==> src/rtl/fwd_hazard_unit_if.sv <==
// Decode-side bundle for fwd_hazard_unit: bypass stages, read ports, issue request and results.
// Stats outputs exist only when FWD_STATS_EN is defined.
interface fwd_hazard_unit_if #(
  parameter int NRD   = 2,
  parameter int NSTG  = 2,
  parameter int XLEN  = 32,
  parameter int RBITS = 5,
  parameter int LAT_W = 3
);
  localparam int SW   = 1 + XLEN + RBITS;
  localparam int NREG = 2 ** RBITS;

  logic [NSTG*SW-1:0]    stg_bus;
  logic [NSTG-1:0]       stg_dvalid;
  logic [NRD*RBITS-1:0]  rs_addr;
  logic [NRD-1:0]        rs_used;
  logic [NRD*XLEN-1:0]   rf_data;
  logic                  issue_valid;
  logic                  issue_wen;
  logic [RBITS-1:0]      issue_rd;
  logic [LAT_W-1:0]      issue_lat;
  logic                  flush;
  logic [NRD*XLEN-1:0]   fwd_data;
  logic                  stall;
  logic                  issue_ack;
  logic [NREG-1:0]       sb_busy;
`ifdef FWD_STATS_EN
  logic [31:0]           stat_stall;
  logic [31:0]           stat_fwd;
`endif

  modport master (
    output stg_bus, stg_dvalid, rs_addr, rs_used, rf_data,
    output issue_valid, issue_wen, issue_rd, issue_lat, flush,
`ifdef FWD_STATS_EN
    input  stat_stall, stat_fwd,
`endif
    input  fwd_data, stall, issue_ack, sb_busy
  );

  modport slave (
    input  stg_bus, stg_dvalid, rs_addr, rs_used, rf_data,
    input  issue_valid, issue_wen, issue_rd, issue_lat, flush,
`ifdef FWD_STATS_EN
    output stat_stall, stat_fwd,
`endif
    output fwd_data, stall, issue_ack, sb_busy
  );
endinterface

==> src/rtl/fwd_hazard_unit.sv <==
// Decode-stage operand forwarding, load-use detection and long-latency scoreboard.
// Define FWD_STATS_EN to add saturating stall/forward cycle counters.
module fwd_hazard_unit #(
  parameter int NRD   = 2,
  parameter int NSTG  = 2,
  parameter int XLEN  = 32,
  parameter int RBITS = 5,
  parameter int LAT_W = 3
) (
  input  logic              clk,
  input  logic              rst_n,
  fwd_hazard_unit_if.slave  hz
);
  localparam int SW   = 1 + XLEN + RBITS;
  localparam int NREG = 2 ** RBITS;

  logic [NRD*XLEN-1:0] fwd_data_w;
  logic [NRD-1:0]      port_stall;
  logic [NREG-1:0]     cnt_nz;
  logic [NREG-1:0]     sb_busy_d;
  logic [NREG-1:0]     sb_busy_q;
  logic                waw;
  logic                stall_w;
  logic                ack_w;
  logic                load_en;
`ifdef FWD_STATS_EN
  logic [NRD-1:0]      port_hit;
`endif

  genvar gi;

  generate
    for (gi = 0; gi < NRD; gi++) begin : g_port
      logic [RBITS-1:0] rs;
      logic [XLEN-1:0]  data;
      logic             hit;
      logic             win_dvalid;

      always_comb begin
        rs         = hz.rs_addr[gi*RBITS +: RBITS];
        data       = hz.rf_data[gi*XLEN +: XLEN];
        hit        = 1'b0;
        win_dvalid = 1'b1;
        // Oldest to youngest, so the youngest matching stage is what remains selected.
        for (int i = NSTG - 1; i >= 0; i--) begin
          if (hz.stg_bus[i*SW + SW - 1] && (hz.stg_bus[i*SW +: RBITS] == rs) && (rs != '0)) begin
            hit        = 1'b1;
            data       = hz.stg_bus[i*SW + RBITS +: XLEN];
            win_dvalid = hz.stg_dvalid[i];
          end
        end
      end

      assign fwd_data_w[gi*XLEN +: XLEN] = data;
      assign port_stall[gi] = hz.rs_used[gi] & ((hit & ~win_dvalid) | cnt_nz[rs]);
`ifdef FWD_STATS_EN
      assign port_hit[gi] = hit;
`endif
    end
  endgenerate

  assign waw     = hz.issue_wen & (hz.issue_rd != '0) & cnt_nz[hz.issue_rd];
  assign stall_w = hz.issue_valid & ((|port_stall) | waw);
  assign ack_w   = hz.issue_valid & ~stall_w & ~hz.flush;
  assign load_en = ack_w & hz.issue_wen & (hz.issue_lat != '0);

  // r0 is never tracked, so its entry is permanently idle.
  assign cnt_nz[0]    = 1'b0;
  assign sb_busy_d[0] = 1'b0;

  generate
    for (gi = 1; gi < NREG; gi++) begin : g_cnt
      logic [LAT_W-1:0] cnt_q;
      logic [LAT_W-1:0] cnt_d;

      always_comb begin
        cnt_d = cnt_q;
        if (cnt_q != '0) begin
          cnt_d = cnt_q - LAT_W'(1);
        end
        if (load_en && (hz.issue_rd == RBITS'(gi))) begin
          cnt_d = hz.issue_lat;
        end
      end

      always_ff @(posedge clk or negedge rst_n) begin
        if (!rst_n) begin
          cnt_q <= '0;
        end else begin
          cnt_q <= cnt_d;
        end
      end

      assign cnt_nz[gi]    = (cnt_q != '0);
      assign sb_busy_d[gi] = (cnt_d != '0);
    end
  endgenerate

  always_ff @(posedge clk or negedge rst_n) begin
    if (!rst_n) begin
      sb_busy_q <= '0;
    end else begin
      sb_busy_q <= sb_busy_d;
    end
  end

  assign hz.fwd_data  = fwd_data_w;
  assign hz.stall     = stall_w;
  assign hz.issue_ack = ack_w;
  assign hz.sb_busy   = sb_busy_q;

`ifdef FWD_STATS_EN
  logic [31:0] stat_stall_q;
  logic [31:0] stat_stall_d;
  logic [31:0] stat_fwd_q;
  logic [31:0] stat_fwd_d;

  always_comb begin
    stat_stall_d = stat_stall_q;
    stat_fwd_d   = stat_fwd_q;
    if (stall_w && (stat_stall_q != 32'hFFFF_FFFF)) begin
      stat_stall_d = stat_stall_q + 32'd1;
    end
    if (!stall_w && (|port_hit) && (stat_fwd_q != 32'hFFFF_FFFF)) begin
      stat_fwd_d = stat_fwd_q + 32'd1;
    end
  end

  always_ff @(posedge clk or negedge rst_n) begin
    if (!rst_n) begin
      stat_stall_q <= '0;
      stat_fwd_q   <= '0;
    end else begin
      stat_stall_q <= stat_stall_d;
      stat_fwd_q   <= stat_fwd_d;
    end
  end

  assign hz.stat_stall = stat_stall_q;
  assign hz.stat_fwd   = stat_fwd_q;
`endif
endmodule

==> src/flat_wrapper.sv <==
// flat-port wrapper written by rule: the top's interface ports become plain ports
module fwd_hazard_unit_flat 
#(
  parameter int NRD   = 2,
  parameter int NSTG  = 2,
  parameter int XLEN  = 32,
  parameter int RBITS = 5,
  parameter int LAT_W = 3
)
  (clk, rst_n, hz_stg_bus, hz_stg_dvalid, hz_rs_addr, hz_rs_used, hz_rf_data, hz_issue_valid, hz_issue_wen, hz_issue_rd, hz_issue_lat, hz_flush, hz_fwd_data, hz_stall, hz_issue_ack, hz_sb_busy);
  fwd_hazard_unit_if #(.NRD(NRD), .NSTG(NSTG), .XLEN(XLEN), .RBITS(RBITS), .LAT_W(LAT_W)) hz_i ();
  input  logic clk;
  input  logic rst_n;
  input wire logic [$bits(hz_i.stg_bus)-1:0] hz_stg_bus;
  input wire logic [$bits(hz_i.stg_dvalid)-1:0] hz_stg_dvalid;
  input wire logic [$bits(hz_i.rs_addr)-1:0] hz_rs_addr;
  input wire logic [$bits(hz_i.rs_used)-1:0] hz_rs_used;
  input wire logic [$bits(hz_i.rf_data)-1:0] hz_rf_data;
  input wire logic [$bits(hz_i.issue_valid)-1:0] hz_issue_valid;
  input wire logic [$bits(hz_i.issue_wen)-1:0] hz_issue_wen;
  input wire logic [$bits(hz_i.issue_rd)-1:0] hz_issue_rd;
  input wire logic [$bits(hz_i.issue_lat)-1:0] hz_issue_lat;
  input wire logic [$bits(hz_i.flush)-1:0] hz_flush;
  output wire logic [$bits(hz_i.fwd_data)-1:0] hz_fwd_data;
  output wire logic [$bits(hz_i.stall)-1:0] hz_stall;
  output wire logic [$bits(hz_i.issue_ack)-1:0] hz_issue_ack;
  output wire logic [$bits(hz_i.sb_busy)-1:0] hz_sb_busy;
  assign hz_i.stg_bus = hz_stg_bus;
  assign hz_i.stg_dvalid = hz_stg_dvalid;
  assign hz_i.rs_addr = hz_rs_addr;
  assign hz_i.rs_used = hz_rs_used;
  assign hz_i.rf_data = hz_rf_data;
  assign hz_i.issue_valid = hz_issue_valid;
  assign hz_i.issue_wen = hz_issue_wen;
  assign hz_i.issue_rd = hz_issue_rd;
  assign hz_i.issue_lat = hz_issue_lat;
  assign hz_i.flush = hz_flush;
  assign hz_fwd_data = hz_i.fwd_data;
  assign hz_stall = hz_i.stall;
  assign hz_issue_ack = hz_i.issue_ack;
  assign hz_sb_busy = hz_i.sb_busy;
  fwd_hazard_unit #(.NRD(NRD), .NSTG(NSTG), .XLEN(XLEN), .RBITS(RBITS), .LAT_W(LAT_W)) u_core (.clk(clk), .rst_n(rst_n), .hz(hz_i));
endmodule
==> config.mk <==
export PLATFORM = sky130hd
export DESIGN_NAME = fwd_hazard_unit_flat
export DESIGN_NICKNAME = d
export VERILOG_FILES = /design/src/rtl/fwd_hazard_unit_if.sv /design/src/rtl/fwd_hazard_unit.sv /design/src/flat_wrapper.sv
export SDC_FILE = /design/constraint.sdc
export NUM_CORES = 1
export LEC_CHECK = 0
export BUFFER_PORTS_ARGS = -buffer_cell sky130_fd_sc_hd__buf_2
export CAP_MARGIN = 40
export CELL_PAD_IN_SITES_DETAIL_PLACEMENT = 1
export CELL_PAD_IN_SITES_GLOBAL_PLACEMENT = 2
export CORE_UTILIZATION = 35
export CTS_BUF_LIST = sky130_fd_sc_hd__clkbuf_4 sky130_fd_sc_hd__clkbuf_8
export DETAILED_ROUTE_END_ITERATION = 8
export PLACE_DENSITY_LB_ADDON = 0.1
export SLEW_MARGIN = 20
export SYNTH_ARGS = -nofsm -noshare
export SYNTH_HDL_FRONTEND = slang
export SYNTH_SLANG_ARGS = --single-unit
export TNS_END_PERCENT = 50
==> constraint.sdc <==
create_clock -name clk -period 8.65 [get_ports clk]
set_input_delay 1.2975 -clock clk [delete_from_list [all_inputs] [get_ports clk]]
set_output_delay 1.2975 -clock clk [all_outputs]
set_load 0.01 [all_outputs]
## Word-level counts from Yosys, hierarchy flattened

Index checks and enable logic that the tools add are counted.

- Register bits after elaboration: 124
- Output and inout port bits: 98

- Bitwise logic cells: 18
- Magnitude comparators: 3
- Reduce and logical (&&, ||, !) cells: 106
- $add $sub $neg: 31
- Multiplexer cells: 80
- Equality and inequality tests: 35

Operators with widths:

| kind | count |
|---|---|
| nonzero test 3 bit | 63 |
| two-way mux 3 bit | 62 |
| two-way mux 32 bit | 4 |
| subtractor 3 x 1 -> 3 bit, second input constant | 31 |
| equality test 5 bit, second input constant | 16 |
| equality test 5 x 4 -> 1 bit, second input constant | 8 |
| logical AND 1 bit | 39 |
| equality test 5 x 3 -> 1 bit, second input constant | 4 |
| equality test 5 bit | 4 |
| < comparator 5 x 6 -> 1 bit, second input constant | 3 |
| binary-select mux 1 bit (select 5 bit) | 3 |
| nonzero test 5 bit | 3 |
| bitwise AND 1 bit | 11 |
| two-way mux 1 bit | 11 |
| equality test 5 x 2 -> 1 bit, second input constant | 2 |
| equality test 5 x 1 -> 1 bit, second input constant | 1 |
| inverter 1 bit | 4 |
| OR 1 bit | 3 |
| OR reduction 2 bit | 1 |

## Depth between registers and ports, before layout

Gate-level depths: netlist of run 1.

- Depth after elaboration: 20
- Mapped depth: 13
- Gate-level depth less buffers: 11

## Worst setup path before layout of run 1

OpenSTA, ideal clock, no wires.

- Path type: input to output
- From: in hz_rs_addr[0]
- To: out hz_issue_ack
- Cell stages on the path: 8
- Arrival time: 3.313 ns
- Slack: 4.040 ns
- Required time: 7.352 ns
- Buffers on the path: 2
- Cells stage by stage: clkbuf_1 > clkbuf_1 > mux4_2 > mux2i_1 > nand2_1 > a21oi_1 > o211a_1 > and2_1

- Longest elaborated chain between the ends: 15
- Elaborated cells between the ends (all ways): 23
- Those cells by class: eq/ne: 2; mux: 6; bitwise: 9; reduce/logical: 6

Ends and longest elaborated chain:

| item | RTL line | RTL |
|---|---|---|
| start: declaration | flat_wrapper.sv:16 | `input wire logic [$bits(hz_i.rs_addr)-1:0] hz_rs_addr;` |
| equality test 5 bit | fwd_hazard_unit.sv:46 | `if (hz.stg_bus[i*SW + SW - 1] && (hz.stg_bus[i*SW +: RBITS] == rs) && (rs != '0)) begin` |
| logical AND 1 bit (2 in series) | fwd_hazard_unit.sv:46 |  |
| two-way mux 1 bit (2 in series) | fwd_hazard_unit.sv:46 |  |
| inverter 1 bit | fwd_hazard_unit.sv:55 | `assign port_stall[gi] = hz.rs_used[gi] & ((hit & ~win_dvalid) \| cnt_nz[rs]);` |
| bitwise AND 1 bit | fwd_hazard_unit.sv:55 |  |
| OR 1 bit (*) | fwd_hazard_unit.sv:55 |  |
| bitwise AND 1 bit (*) | fwd_hazard_unit.sv:55 |  |
| OR reduction 2 bit (*) | fwd_hazard_unit.sv:63 | `assign stall_w = hz.issue_valid & ((\|port_stall) \| waw);` |
| OR 1 bit (*) | fwd_hazard_unit.sv:63 |  |
| bitwise AND 1 bit (*) | fwd_hazard_unit.sv:63 |  |
| inverter 1 bit (*) | fwd_hazard_unit.sv:64 | `assign ack_w = hz.issue_valid & ~stall_w & ~hz.flush;` |
| bitwise AND 1 bit (*) (2 in series) | fwd_hazard_unit.sv:64 |  |
| end: declaration | flat_wrapper.sv:26 | `output wire logic [$bits(hz_i.issue_ack)-1:0] hz_issue_ack;` |

Mark *: on every way between the ends. The rest lies on a longest branch, timed or not. The select of a mux whose other input is x is not followed.

## Final worst setup path of run 1

- From: in hz_rs_addr[3]
- To: out hz_issue_ack

Same word-level chain as after synthesis.

==> results of run 1 <==
-- registers in the layout (all words and copies together) (netlist names) --
signal,cells
u_core.g_cnt.cnt_q,93
u_core.hz.sb_busy,31
-- path summary, 6_finish.rpt --
check	startpoint	depth (start not counted)	slack, ns	endpoint
worst max-delay path	hz_rs_addr[3]	10	3.30	hz_issue_ack
worst min-delay path	u_core.g_cnt[25].cnt_q[2]	2	0.58	u_core.g_cnt[25].cnt_q[2]
worst max register to register	u_core.g_cnt[6].cnt_q[0]	11	4.45	u_core.g_cnt[6].cnt_q[2]
worst min register to register	u_core.g_cnt[25].cnt_q[2]	2	0.58	u_core.g_cnt[25].cnt_q[2]
max in group asynchronous	rst_n	3	6.87	u_core.g_cnt[21].cnt_q[2]
min in group asynchronous	rst_n	1	0.80	u_core.g_cnt[30].cnt_q[2]
-- per-layer routing --
layer / global-route usage / routed length (um) / part of all wire / up-vias
li1: - / - / - / 4498
met1: 0.303 / 15400 / 0.45 / 4543
met2: 0.402 / 17300 / 0.50 / 151
met3: 0.0435 / 1270 / 0.037 / 47
met4: 0.0718 / 584 / 0.017 / 8
met5: 0 / 52 / 0.0015 / -
-- kinds of logic after synthesis --
logic type / Yosys count
AO/OA/AOI/OAI: 286
flip-flops: 124
AND/OR/NAND/NOR: 316
adder cells (fa/ha/maj): 63
multiplexers: 167
XOR/XNOR: 49
buffers and inverters: 131
other: 1
-- synthesized netlist by cell type (all sizes together), types with 3 or more instances --
| master | n | area share |
|---|---|---|
| mux4 | 13 | 0.029 |
| nor4 | 3 | 0.0019 |
| clkbuf | 42 | 0.016 |
| nor2 | 56 | 0.021 |
| nand2 | 117 | 0.044 |
| mux2i | 87 | 0.087 |
| or2 | 12 | 0.0075 |
| a211oi | 7 | 0.0057 |
| nor3 | 57 | 0.039 |
| nand3b | 3 | 0.0022 |
| inv | 76 | 0.028 |
| ha | 63 | 0.079 |
| dfrtp | 124 | 0.31 |
| buf | 13 | 0.0071 |
| o2111a | 3 | 0.0034 |
| a21oi | 56 | 0.028 |
| nor3b | 3 | 0.0022 |
| nand3 | 6 | 0.0030 |
| xnor2 | 47 | 0.041 |
| o22ai | 11 | 0.0069 |
| nand2b | 39 | 0.024 |
| mux2 | 67 | 0.075 |
| and2 | 3 | 0.0019 |
| or3 | 3 | 0.0019 |
| o2bb2ai | 22 | 0.019 |
| o2111ai | 3 | 0.0039 |
| a31oi | 10 | 0.0062 |
| nor2b | 4 | 0.0025 |
| o21ai | 156 | 0.078 |
-- worst max-delay path: cells and delay by family --
kind	cells	cell delay [ns]
compound gates	2	0.73
buf+inv	3	0.88
mux	1	0.44
simple gates	4	0.68
-- stage by stage --
stage | cell area, um2 | instances | power, mW
detailed placement | 11700 | 1735 | 2.94
global placement | 11700 | 1732 | 2.88
CTS | 12200 | 1766 | 3.53
finish | 12200 | 1771 | 3.50
floorplan | 10000 | 1137 | 2.43
global route | 12200 | 1768 | 3.83
-- layout make-up --
cell class                 count  area (um2)  share of cell area
multi-input combinational    882        6450               0.529
sequential                   124        3100               0.254
timing repair buffer         276        1460               0.120
tap                          378         473              0.0388
inverter                      76         285              0.0234
clock buffer                  18         248              0.0203
clock inverter                13         164              0.0134
antenna                        4        10.0            0.000821
-- report_power, final --
group	leakage (nW)	switching, mW	internal (mW)
Combinational	3.43	1.05	0.861
Sequential	1.38	0.169	0.859
Clock	0.206	0.268	0.293
==> results.md, run 1 <==
- Status: complete, no violations
- H-Tree Level Count: 4
- Slew Viols, Final: 0
- CTS Buffer Depth: 2
- Boundary Pins: ~270
- Post-Syn Nets: 1367
- Setup violators final: 0
- Post-CTS Setup Bufs: 0
- Mux cell area share after synthesis: 0.191
- Pwr Density: roughly 290 nW/um2
- Slew HR: 0.445
- Fmax: 187 MHz
- Routed len/inst: between 15 and 20 um
- Post-synthesis sequential area ratio: 0.309
- Later-pin clock latency in the skew report: ~0.47 ns
- Worst setup margin: 3.30 ns
- Post-Synth Simple-Gate Area: 0.160
- Crit path cell chain: buf_2 -> nor2_1 -> nor4b_2 -> nor4_2 -> buf_4 -> mux2_2 -> a221oi_2 -> o211a_1 -> and2_1 -> buf_2
- Max Cap Violations: 0
- Core region area: between 20000 and 30000 um2
- Row count: between 60 and 70
- Gp weighted congestion: roughly 0.79
- Clock root buffer: clkbuf_8
- Post-cts gate resize count: 0
- Complex-gate fraction of the synthesized area: 0.167
- Period utilisation layout: 0.618
- EDFF count, synth: 0
- Top_reg_cell synth: dfrtp_1
- First-pass GRT wire length: approximately 53000 um
- Die Ht: 171 um
- Hold Slack: approximately 0.58 ns
- Cell variety after synth: slightly above 60
- CP Max Fanout: 65
- Slowest cell on the critical path: buf_4
- Routed WL: between 30000 and 40000 um
- First-pass DRT Iterations: 4
- DP HPWL: ~26000 um
- Tot GR Track Use: 0.237
- Most frequent cells in the layout: buf_2 (262), dfrtp_1 (124), nand2_1 (117), o21ai_0 (100), mux2i_1 (87)
- Worst slack, placed: roughly 3.3 ns
- Worst EP required: about 7.4 ns
- Final hold viol count: 0
- Largest stage delay, worst path: ~0.54 ns
- Commonest non-fill, non-tap cell in the layout: buf_2
- Startpoint Class: primary input
- Share of cells above drive strength 1: 0.260
- Number of routed nets with antenna violations: 0
- Initial Utilization: 0.358
- CTS tree: yes
- Remaining global-route overflow: 0
- Syn_area_per_cell: 8.83 um2
- Clk_skew: slightly above 0.02 ns
- Vias: between 9k and 10k
- Worst min-delay path class: register to register
- Clk sinks: around 120
- Die width: 171 um
- VDD IR max: between 100 and 150 uV
- DR DRC count: 0
- Post-Synth XOR/XNOR Area: 0.0428
- Antenna violations before repair: 6
- Unrepaired setup endpoints after global routing: no
- Largest family of logic cells by synthesized area: multiplexers
- Avg Vias per Cell: 5.22
- Synthesized instance count: between 1k and 1.5k
- Critical path endpoint category: primary output
- Number of global-route vias before repair: around 9.5k
- Die area: 29400 um2
- Number of fill cells: 3419
- Setup Total Neg Slack: 0 ns
- NumNets Final: 1607
- Port-buffer cells: roughly 260
- Most used cell, CP: buf_2
- Pin count of the biggest net entering global routing: 67
- Async set-reset flop share out of synthesis: 1.00
- #FFs+latches synth: approximately 120
- Hold Buf Count CTS: 0
- Post-synthesis adder-cell area fraction: 0.0785
- Kind of critical path: primary input to primary output
- Worst Tran Pin Value: ~0.83 ns
- Ys Warns: 0
- CTS clk-pin slew, worst paths: roughly 0.070 ns
- Initial DRC count: 422
- Leak: approximately 5 nW
- Cell Area, Synth: roughly 10000 um2
- Final worst path period need: 5.35 ns
- Clock buffer count from CTS: 17
- Post-synthesis to final-layout area growth: 21.5%
- Final Util: 0.435
- Crit path DAT: a little over 4 ns
Note: power is estimated with default switching activity, not from simulation.
==> inputs of run 2 (changes only) <==
--- a/config.mk
+++ b/config.mk
@@ -9,7 +9,7 @@
 export CAP_MARGIN = 40
 export CELL_PAD_IN_SITES_DETAIL_PLACEMENT = 1
 export CELL_PAD_IN_SITES_GLOBAL_PLACEMENT = 2
-export CORE_UTILIZATION = 35
+export CORE_UTILIZATION = 29
 export CTS_BUF_LIST = sky130_fd_sc_hd__clkbuf_4 sky130_fd_sc_hd__clkbuf_8
 export DETAILED_ROUTE_END_ITERATION = 8
 export PLACE_DENSITY_LB_ADDON = 0.1
==> constraint.sdc (replaced) <==
create_clock -name clk -period 4.6 [get_ports clk]
set_input_delay 0.69 -clock clk [delete_from_list [all_inputs] [get_ports clk]]
set_output_delay 0.69 -clock clk [all_outputs]
set_load 0.01 [all_outputs]
==> run 2 against run 1 <==
  * Via count is 0.27% higher
  * Clock-buffer cell count is 2 higher
  * Sequential share of layout area is 0.17 points lower
  * Global-route usage is 2.8 points lower
  * Setup slack worse by 2.7 ns
  * Critical path type is now register to primary output
  * Critical endpoint unchanged
  * Largest cell class unchanged
==> results.md, run 2 (synthesis gave the netlist of run 1 again) <==
- Status: complete, no violations
- DR DRC count: 0 (unchanged)
- Port-buffer cells: 263 (unchanged)
- Final hold viol count: 0 (unchanged)
- Number of fill cells: 4050 (+18%)
- Largest stage delay, worst path: 0.49 ns (-0.05 ns)
- Post-cts gate resize count: 0 (unchanged)
- Share of cells above drive strength 1: 0.265 (+0.00476)
- Number of global-route vias before repair: 9620 (+1.2%)
- Slew HR: 0.538 (+0.0926)
- CP delay by family, top: compound AO/OA/AOI/OAI gates
- Crit path DAT: 3.31 ns (-0.74 ns)
- Worst min-delay path class: primary input to asynchronous set/reset pin
- Core region area: 33800 um2 (+21%)
- Setup Total Neg Slack: 0 ns (unchanged)
- Period utilisation layout: 0.869
- Max Cap Violations: 0 (unchanged)
- Worst Tran Pin Value: 0.693 ns (-0.139 ns)
- CTS clk-pin slew, worst paths: 0.08 ns (about the same)
- Number of routed nets with antenna violations: 0 (unchanged)
- Reg with most FFs: u_core.g_cnt.cnt_q
- Worst EP required: 3.91 ns (-3.44 ns)
- Power Total: 6.52 mW (+87%)
- Boundary Pins: 265 (unchanged)
- Initial Utilization: 0.297 (-0.0612)
- NumNets Final: 1616 (+0.56%)
- Initial DRC count: 299 (-29%)
- FF-to-FF Start: u_core.g_cnt[6].cnt_q[0]
- Clock root buffer: clkbuf_8
- Die width: 188 um (+9.7%)
- H-Tree Level Count: 4 (unchanged)
- Die Ht: 188 um (+9.7%)
- Antenna violations before repair: 4 (-2)
- DP HPWL: 28500 um (+7.9%)
- Fmax: between 200 and 300 MHz
- Unrepaired setup endpoints after global routing: no
- Avg Vias per Cell: 5.02 (-3.9%)
- Max reg flops: 93 (unchanged)
- Gp weighted congestion: 0.839 (+6.2%)
- Kind of critical path: register to primary output
- CTS tree: yes
- Leak: 5.03 nW (+0.38%)
- Clock buffer count from CTS: 17 (unchanged)
- VDD IR max: 275 uV (+100%)
- WP buf/inv: 2 (-1)
- Tot GR Track Use: 0.209 (-0.0277)
- Post-synthesis to final-layout area growth: 22.3%
- Clk sinks: 124 (unchanged)
- First-pass GRT wire length: 56500 um (+7.4%)
- Final worst path period need: roughly 4 ns
- Slowest cell on the critical path: mux4_2
- Die area: 35400 um2 (+20%)
- Pin count of the biggest net entering global routing: 68 (+1.5%)
- Remaining global-route overflow: 0 (unchanged)
- Commonest non-fill, non-tap cell in the layout: buf_2
- Critical path endpoint category: primary output
- Pwr Density: 531 nW/um2 (+85%)
- Later-pin clock latency in the skew report: 0.47 ns (about the same)
- Startpoint Class: register
- Slew Viols, Final: 0 (unchanged)
- Post-CTS Setup Bufs: 0 (unchanged)
- Crit path cell chain: inv_1 -> ha_1 -> nand2b_1 -> mux4_2 -> a2111oi_0 -> a311o_1 -> o2111a_1 -> o211a_1 -> and2_1 -> buf_2
- Row count: 67 (+9.8%)
- Routed WL: 36800 um (+6.3%)
- CTS Buffer Depth: 2 (unchanged)
- First-pass DRT Iterations: 4 (unchanged)
- Routed len/inst: 19.9 um (+1.9%)
- Most frequent cells in the layout: buf_2 (262), dfrtp_1 (124), nand2_1 (117), o21ai_0 (100), mux2i_1 (87)
- Clk_skew: 0.0133 ns (-0.00696 ns)
- Hold Buf Count CTS: 0 (unchanged)
- Setup violators final: 0 (unchanged)
- Vias: 9272 (+0.27%)
- Worst setup path startpoint: u_core.g_cnt[6].cnt_q[0]
- CP Max Fanout: 5 (-92%)
## run 2: cell types whose count changed in the layout (fill, tap and decap cells not counted)
| cell | previous run | this run |
|---|---|---|
| clkinv_2 | 3 | 5 |
| clkinvlp_4 | 2 | 1 |
| bufinv_16 | 3 | 2 |
| buf_16 | 1 | 0 |
| buf_8 | 3 | 0 |
| diode_2 | 4 | 1 |
| inv_6 | 3 | 1 |
| buf_4 | 9 | 22 |
| clkbuf_8 | 18 | 19 |
| clkbuf_4 | 0 | 1 |
## run 2: area by class of cell
type | count | area (um2) | share of cell area
well taps | 448 | 561 | 0.0457
multi-input cells | 882 | 6450 | 0.525
repair buffers | 285 | 1490 | 0.121
diodes | 1 | 2.50 | 0.000204
clock inverters | 11 | 119 | 0.00968
inverters | 76 | 285 | 0.0232
clock buffers | 20 | 269 | 0.0219
flip-flops and latches | 124 | 3100 | 0.253
## run 2: worst paths after layout
path / endpoint / slack, ns / cells past startpoint
setup / recovery: hz_issue_ack / 0.60 / 10
hold / removal: u_core.hz.sb_busy[26] / 0.22 / 1
setup reg to reg: u_core.g_cnt[17].cnt_q[1] / 1.01 / 11
hold reg to reg: u_core.hz.sb_busy[30] / 0.58 / 3
max in group asynchronous: u_core.g_cnt[31].cnt_q[0] / 3.46 / 2
min in group clk: u_core.hz.sb_busy[30] / 0.58 / 3
## run 2: stage by stage
stage          setup WS, ns  instances  instance area [um2]   util  hold WS, ns
3_5_place_dp          0.826       1815                11900  0.352        0.570
2_1_floorplan          1.20       1137                10000      -        0.394
5_1_grt               0.397       1847                12300  0.363        0.255
3_3_place_gp          0.872       1815                11900  0.352        0.559
6_report              0.605       1847                12300  0.363        0.223
4_1_cts               0.550       1846                12300  0.363        0.251
## run 2: power by group
part | switching [mW] | internal (mW) | total (mW)
clock network | 0.472 | 0.511 | 0.983
registers | 0.313 | 1.61 | 1.93
logic | 1.99 | 1.63 | 3.61
## run 2: layer usage
layer,vias up,routed length [um],GRT usage
li1,4520,-,-
met3,35,816,0.0281
met1,4597,17200,0.277
met4,4,522,0.0522
met5,-,18,0
met2,116,18300,0.357
## run 2: worst reg2reg max path: cells and delay by family, from the launching register on
kind	cells	cell delay, ns
buffers and inverters	2	0.41
and+or+nand+nor	2	0.53
muxes	2	0.85
DFF	1	0.38
adders and majority gates	1	0.23
AOI/OAI and AO/OA	4	1.07
